<file path="src/rtl/bsg_manycore_pkg.sv">
// Shared types and helpers for the manycore array reset sequencer.
//   bsg_manycore_reset_seq_state_e : sequencer FSM state encoding
//   safe_clog2 / max2              : elaboration-time width helpers
package bsg_manycore_pkg;

    typedef enum logic [2:0] {
        RS_HOLD   = 3'd0,
        RS_IO_REL = 3'd1,
        RS_ROWS   = 3'd2,
        RS_RUN    = 3'd3,
        RS_SOFT   = 3'd4
    } bsg_manycore_reset_seq_state_e;

    // clog2 that never returns 0, so a 1-entry range still gets a 1-bit index
    function automatic int safe_clog2(input int x);
        return (x <= 1) ? 1 : $clog2(x);
    endfunction

    function automatic int max2(input int a, input int b);
        return (a > b) ? a : b;
    endfunction

endpackage

</file>
<file path="src/rtl/bsg_manycore_array_reset_sequencer_sync.sv">
// Reset synchroniser: a chain of depth_p flops that is forced to all ones
// while reset_n_i is low and shifts in zeros once it is released.
//   clk_i     : clock
//   reset_n_i : synchronous active-low reset
//   reset_o   : last chain stage, active-high synchronised reset
module bsg_manycore_array_reset_sequencer_sync #(
    parameter int depth_p = 3
) (
    input  logic clk_i,
    input  logic reset_n_i,
    output logic reset_o
);

    logic [depth_p-1:0] chain_r;

    always_ff @(posedge clk_i) begin
        if (!reset_n_i) begin
            chain_r <= '1;
        end else begin
            chain_r <= chain_r << 1;
        end
    end

    assign reset_o = chain_r[depth_p-1];

endmodule

</file>
<file path="src/rtl/bsg_manycore_array_reset_sequencer.sv">
// Staged reset release for a manycore array: IO row first, then each compute
// row one row_gap_p apart, followed by optional per-row soft resets.
//   clk_i              : clock
//   reset_n_i          : synchronous active-low reset
//   soft_reset_v_i     : soft-reset request valid
//   soft_reset_rows_i  : per-compute-row soft-reset mask (bit k = row k)
//   soft_reset_ready_o : request accepted when high together with valid
//   io_reset_o         : active-high reset per IO router
//   tile_reset_o       : active-high reset per tile, [row][col]
//   done_o             : all rows released and no soft reset in progress
//
// state     | meaning
// ----------+------------------------------------------------------------
// RS_HOLD   | synchronised reset active, everything held in reset
// RS_IO_REL | spare pass-through; behaves like the HOLD exit
// RS_ROWS   | IO released, compute rows released one per gap interval
// RS_RUN    | array running, soft-reset requests accepted
// RS_SOFT   | masked rows held in soft reset for soft_hold_p cycles
module bsg_manycore_array_reset_sequencer
    import bsg_manycore_pkg::*;
#(
    parameter int num_tiles_x_p = -1,
    parameter int num_tiles_y_p = -1,
    parameter int reset_depth_p = 3,
    parameter int row_gap_p     = 2,
    parameter int soft_hold_p   = 4,
    // clamped so that unset defaults still elaborate to legal widths
    localparam int cols_lp = (num_tiles_x_p > 0) ? num_tiles_x_p : 1,
    localparam int rows_lp = (num_tiles_y_p > 1) ? (num_tiles_y_p - 1) : 1
) (
    input  logic                            clk_i,
    input  logic                            reset_n_i,
    input  logic                            soft_reset_v_i,
    input  logic [rows_lp-1:0]              soft_reset_rows_i,
    output logic                            soft_reset_ready_o,
    output logic [cols_lp-1:0]              io_reset_o,
    output logic [rows_lp-1:0][cols_lp-1:0] tile_reset_o,
    output logic                            done_o
);

    localparam int cnt_w_lp = safe_clog2(max2(row_gap_p, soft_hold_p) + 1);
    localparam int idx_w_lp = safe_clog2(rows_lp);

    logic reset_r;

    bsg_manycore_array_reset_sequencer_sync #(
        .depth_p (reset_depth_p)
    ) reset_sync (
        .clk_i     (clk_i),
        .reset_n_i (reset_n_i),
        .reset_o   (reset_r)
    );

    bsg_manycore_reset_seq_state_e state_r, state_n;
    logic                io_r,    io_n;
    logic [rows_lp-1:0]  row_r,   row_n;
    logic                done_r,  done_n;
    logic                ready_r, ready_n;
    logic [cnt_w_lp-1:0] cnt_r,   cnt_n;
    logic [idx_w_lp-1:0] idx_r,   idx_n;
    logic [rows_lp-1:0]  mask_r,  mask_n;

    always_ff @(posedge clk_i) begin
        if (!reset_n_i) begin
            state_r <= RS_HOLD;
            io_r    <= 1'b1;
            row_r   <= '1;
            done_r  <= 1'b0;
            ready_r <= 1'b0;
            cnt_r   <= '0;
            idx_r   <= '0;
            mask_r  <= '0;
        end else begin
            state_r <= state_n;
            io_r    <= io_n;
            row_r   <= row_n;
            done_r  <= done_n;
            ready_r <= ready_n;
            cnt_r   <= cnt_n;
            idx_r   <= idx_n;
            mask_r  <= mask_n;
        end
    end

    always_comb begin
        state_n = state_r;
        io_n    = io_r;
        row_n   = row_r;
        done_n  = done_r;
        ready_n = ready_r;
        cnt_n   = cnt_r;
        idx_n   = idx_r;
        mask_n  = mask_r;

        case (state_r)
            RS_HOLD, RS_IO_REL: begin
                if (!reset_r) begin
                    io_n    = 1'b0;
                    cnt_n   = cnt_w_lp'(row_gap_p);
                    idx_n   = '0;
                    state_n = RS_ROWS;
                end
            end

            RS_ROWS: begin
                // down-counter hits terminal count on the release edge itself
                if (cnt_r == cnt_w_lp'(1)) begin
                    row_n[idx_r] = 1'b0;
                    if (idx_r == idx_w_lp'(rows_lp - 1)) begin
                        done_n  = 1'b1;
                        ready_n = 1'b1;
                        cnt_n   = '0;
                        state_n = RS_RUN;
                    end else begin
                        idx_n = idx_r + idx_w_lp'(1);
                        cnt_n = cnt_w_lp'(row_gap_p);
                    end
                end else begin
                    cnt_n = cnt_r - cnt_w_lp'(1);
                end
            end

            RS_RUN: begin
                if (soft_reset_v_i && ready_r) begin
                    mask_n = soft_reset_rows_i;
                    // an empty mask is accepted but changes nothing else
                    if (|soft_reset_rows_i) begin
                        row_n   = row_r | soft_reset_rows_i;
                        done_n  = 1'b0;
                        ready_n = 1'b0;
                        cnt_n   = cnt_w_lp'(soft_hold_p);
                        state_n = RS_SOFT;
                    end
                end
            end

            RS_SOFT: begin
                if (cnt_r == cnt_w_lp'(1)) begin
                    row_n   = row_r & ~mask_r;
                    done_n  = 1'b1;
                    ready_n = 1'b1;
                    cnt_n   = '0;
                    state_n = RS_RUN;
                end else begin
                    cnt_n = cnt_r - cnt_w_lp'(1);
                end
            end

            default: begin
                state_n = RS_HOLD;
            end
        endcase

        // synchronised reset still active: pin everything to reset values
        if (reset_r) begin
            state_n = RS_HOLD;
            io_n    = 1'b1;
            row_n   = '1;
            done_n  = 1'b0;
            ready_n = 1'b0;
            cnt_n   = '0;
            idx_n   = '0;
            mask_n  = '0;
        end
    end

    // one register per row, fanned out only across that row's columns
    assign io_reset_o = {cols_lp{io_r}};

    for (genvar r = 0; r < rows_lp; r++) begin : g_row
        assign tile_reset_o[r] = {cols_lp{row_r[r]}};
    end

    assign done_o             = done_r;
    assign soft_reset_ready_o = ready_r;

endmodule
</file>
<file path="config.mk">
export PLATFORM = sky130hd
export DESIGN_NAME = bsg_manycore_array_reset_sequencer
export DESIGN_NICKNAME = d
export VERILOG_FILES = /design/src/rtl/bsg_manycore_pkg.sv /design/src/rtl/bsg_manycore_array_reset_sequencer_sync.sv /design/src/rtl/bsg_manycore_array_reset_sequencer.sv
export SDC_FILE = /design/constraint.sdc
export NUM_CORES = 1
export LEC_CHECK = 0
export ABC_AREA = 1
export CAP_MARGIN = 5
export CORE_MARGIN = 4
export CORE_UTILIZATION = 40
export DETAILED_ROUTE_END_ITERATION = 6
export HOLD_SLACK_MARGIN = 0.15
export PLACE_DENSITY = 0.68
export SLEW_MARGIN = 15
export SYNTH_ARGS = -nofsm -noshare
export SYNTH_HDL_FRONTEND = slang
export SYNTH_HIERARCHICAL = 1
export SYNTH_SLANG_ARGS = --single-unit
</file>
<file path="constraint.sdc">
create_clock -name clk_i -period 1.1 [get_ports clk_i]
set_clock_uncertainty 0.05 [all_clocks]
set_input_delay 0.165 -clock clk_i [delete_from_list [all_inputs] [get_ports clk_i]]
set_output_delay 0.165 -clock clk_i [all_outputs]
set_load 0.01 [all_outputs]
</file>
==> results_dict.tcl <==
set metrics [dict create \
    status "finished with violations" \
    violations "setup timing" \
    cts_buffer_depth 2 \
    path_cells "or2_4 -> nand3_4 -> nand3_2 -> nand2_1 -> a21oi_2" \
    synth_nets 91 \
    pin_count 8 \
    fp.dieW_um 49.1 \
    routed_wl_um 1580 \
    timing.fmax_mhz 839 \
    cts_tree "built" \
    dieArea_mm2 0.00241 \
    synthArstFlopShare_pct 0 \
    routedWlPerCell_um 12.4 \
    min_path_type "flip-flop to flip-flop" \
    start_kind "flip-flop" \
    synth_edf_count 0 \
    placed_cells 119 \
    fin_ws_ns -0.0920 \
    hold_violations 0 \
    clockPowerShare_pct 35.5 \
    crit_type "flip-flop to flip-flop" \
    viasPerCell 4.91 \
    maxSlewViolCount 0 \
    ys_seq_area_share_pct 38.6 \
    syn_to_final_growth_pct 44.9 \
    grt_pass1_vias 577 \
    die_h_um 49.1 \
    synthCells 85 \
    crit_fanout 8 \
    synth_area_leaders "dfxtp_1 39%, nand2_1 9.5%, nand3_1 6.7%" \
    h-tree-depth 1 \
    grt_pass1_wl_um 2440 \
    numCtsBuffers 3 \
    grtUsageTotal_pct 12.9 \
    period_minus_slack_ns 1.19 \
    clk_pin_slew_ns 0.09 \
    start_util_pct 43.8 \
    gr-total-overflow 0 \
    cts_sinks 13 \
    antenna_cells 0 \
    place.gp.congestion 0.773 \
    synth_common_cells "17 x nand2_1, 13 x dfxtp_1, 12 x inv_1, 9 x nand3_1, 6 x a21oi_1" \
    grt_max_degree 9 \
    report.power.total_uw 852 \
    ant_nets 0 \
    grt_setup_unrepaired "true" \
    syn_area_um2 674 \
    cp.required_ns 1.23 \
    critical_path_arrival_ns 1.32 \
    drt_iter0_drc 12 \
    cp_slowest_stage_delay_ns 0.38 \
    power.density_mw_per_mm2 872 \
    p_leak_nw 0.441 \
    synth.most_common_cell "nand2_1" \
    core_mm2 0.00154 \
    vias 623 \
    place_hpwl_um 1060 \
    p_int_uw 645 \
    setup_viol 9 \
    cts_root_buf "clkbuf_4" \
    drive_gt1_share_pct 54.1 \
    dr.pass1.iters 4 \
    crit_slowest_cell "dfxtp_4" \
    ys_ff_latch 13 \
    end_kind "flip-flop" \
    cap_viol_max_count 0 \
    ys_types 22 \
    io_buffers 7 \
    synth_ff_type "dfxtp_1" \
    placementRows 14 \
    sw_frac_of_total_pct 24.3 \
    filler_cell_count 147 \
    stdcell_count 127 \
    synth_top_area_share_pct 38.6 \
    p_seq_share_pct 56.2 \
    layout.nets 118 \
    yosys_warnings 6 \
    ir_drop_mv 0.586 \
    slew_headroom_pct 81.3 \
    synth_top_area_cell "dfxtp_1" \
    finalCritPeriodShare_pct 108 \
    drc 0 \
    fin_area_um2 977 \
    clkLatencyLatePin_ns 0.28 \
    antenna_found_initial 0 \
    p_sw_uw 207 \
    dpl-instance-area_um2 866 \
    max_slew.worst_pin.slew_ns 0.280 \
    syn_avg_cell_area_um2 7.93 \
    p_comb_share_pct 8.3 \
]
final cells by class:
class	instances	area, um^2	share of cell area, %
flip-flops and latches	13	275	28.2
repair buffers	23	186	19.1
inverters	13	48.8	4.99
clock inverters	1	5.00	0.512
multi-input cells	58	419	42.9
clock buffers	3	22.5	2.30
well taps	16	20.0	2.05
repair_timing:
item	in CTS	in global routing
pin swaps	3	8
setup buffers	1	3
resized for setup	18	17
hold buffers	0	0
setup endpoints to repair	13	13
cloned	0	0
hold endpoints to repair	0	0
layout by cell type, fill, tap and decap left out, types with 4 or more instances in the layout:
master / count
a21oi_2: 6
nand2_1: 15
nand3_2: 7
buf_4: 14
clkbuf_2: 4
inv_1: 10
dfxtp_1: 7
nand3_1: 4
path summary, 6_finish.rpt:
path                                 startpoint                               end  slack (ns)  cells past startpoint
setup / recovery        state_r[2]$_SDFFE_PP0P_   soft_reset_ready_o$_SDFFE_PP0P_       -0.09                      5
hold / removal    reset_sync/chain_r[0]$_DFF_P_  reset_sync/chain_r[1]$_SDFF_PN1_        0.36                      2
setup reg to reg        state_r[2]$_SDFFE_PP0P_   soft_reset_ready_o$_SDFFE_PP0P_       -0.09                      5
hold reg to reg   reset_sync/chain_r[0]$_DFF_P_  reset_sync/chain_r[1]$_SDFF_PN1_        0.36                      2
worst max-delay path, delay by kind of cell, from the launching register on:
family | cells | cell delay (ns)
compound gates | 1 | 0.03
flops | 1 | 0.38
simple gates | 4 | 0.65
per-layer routing:
metal  global-route usage (%)  vias to the layer above  wire length (um)
li1                         -                      323                 -
met1                     15.6                      289               699
met2                     21.0                        9               816
met3                     5.50                        2                55
met4                     2.69                        0                 8
met5                        0                        -                 0
metrics by stage:
stage | util, % | worst slack (ns) | TNS, ns | hold slack, ns
5_1_grt | 63.4 | -0.140 | -1.10 | 0.396
6_report | 63.4 | -0.0920 | -0.604 | 0.363
3_3_place_gp | 56.2 | -0.255 | -1.73 | 0.339
3_5_place_dp | 56.2 | -0.281 | -1.88 | 0.343
4_1_cts | 60.1 | -0.0600 | -0.375 | 0.366
2_1_floorplan | - | -0.00876 | -0.00876 | 0.172
flip-flops by register name, summed over array words and instances, names as in the netlist:
signal              flops
cnt_r                   3
reset_sync/chain_r      3
state_r                 3
io_reset_o              1
mask_r                  1
soft_reset_ready_o      1
tile_reset_o            1
power groups by stage:
| stage | clock (mW) | sequential (mW) | combinational, mW |
|---|---|---|---|
| 6_report | 0.303 | 0.478 | 0.0708 |
| 5_1_grt | 0.336 | 0.480 | 0.0775 |
| 4_1_cts | 0.308 | 0.481 | 0.0651 |
| 3_5_place_dp | 0 | 0.496 | 0.0632 |
| 3_3_place_gp | 0 | 0.495 | 0.0621 |
| 2_1_floorplan | 0 | 0.496 | 0.0283 |
cell families (layout without fill, tap and decap cells):
group | count (synthesis) | after routing | synth area share [%]
flip-flops | 13 | 13 | 38.6
AO/OA/AOI/OAI | 14 | 14 | 13.0
adder cells (fa/ha/maj) | 2 | 2 | 3.71
buffers and inverters | 14 | 40 | 8.35
AND/OR/NAND/NOR | 41 | 41 | 35.1
XOR/XNOR | 1 | 1 | 1.30
Note: power is estimated with default switching activity, not from simulation.
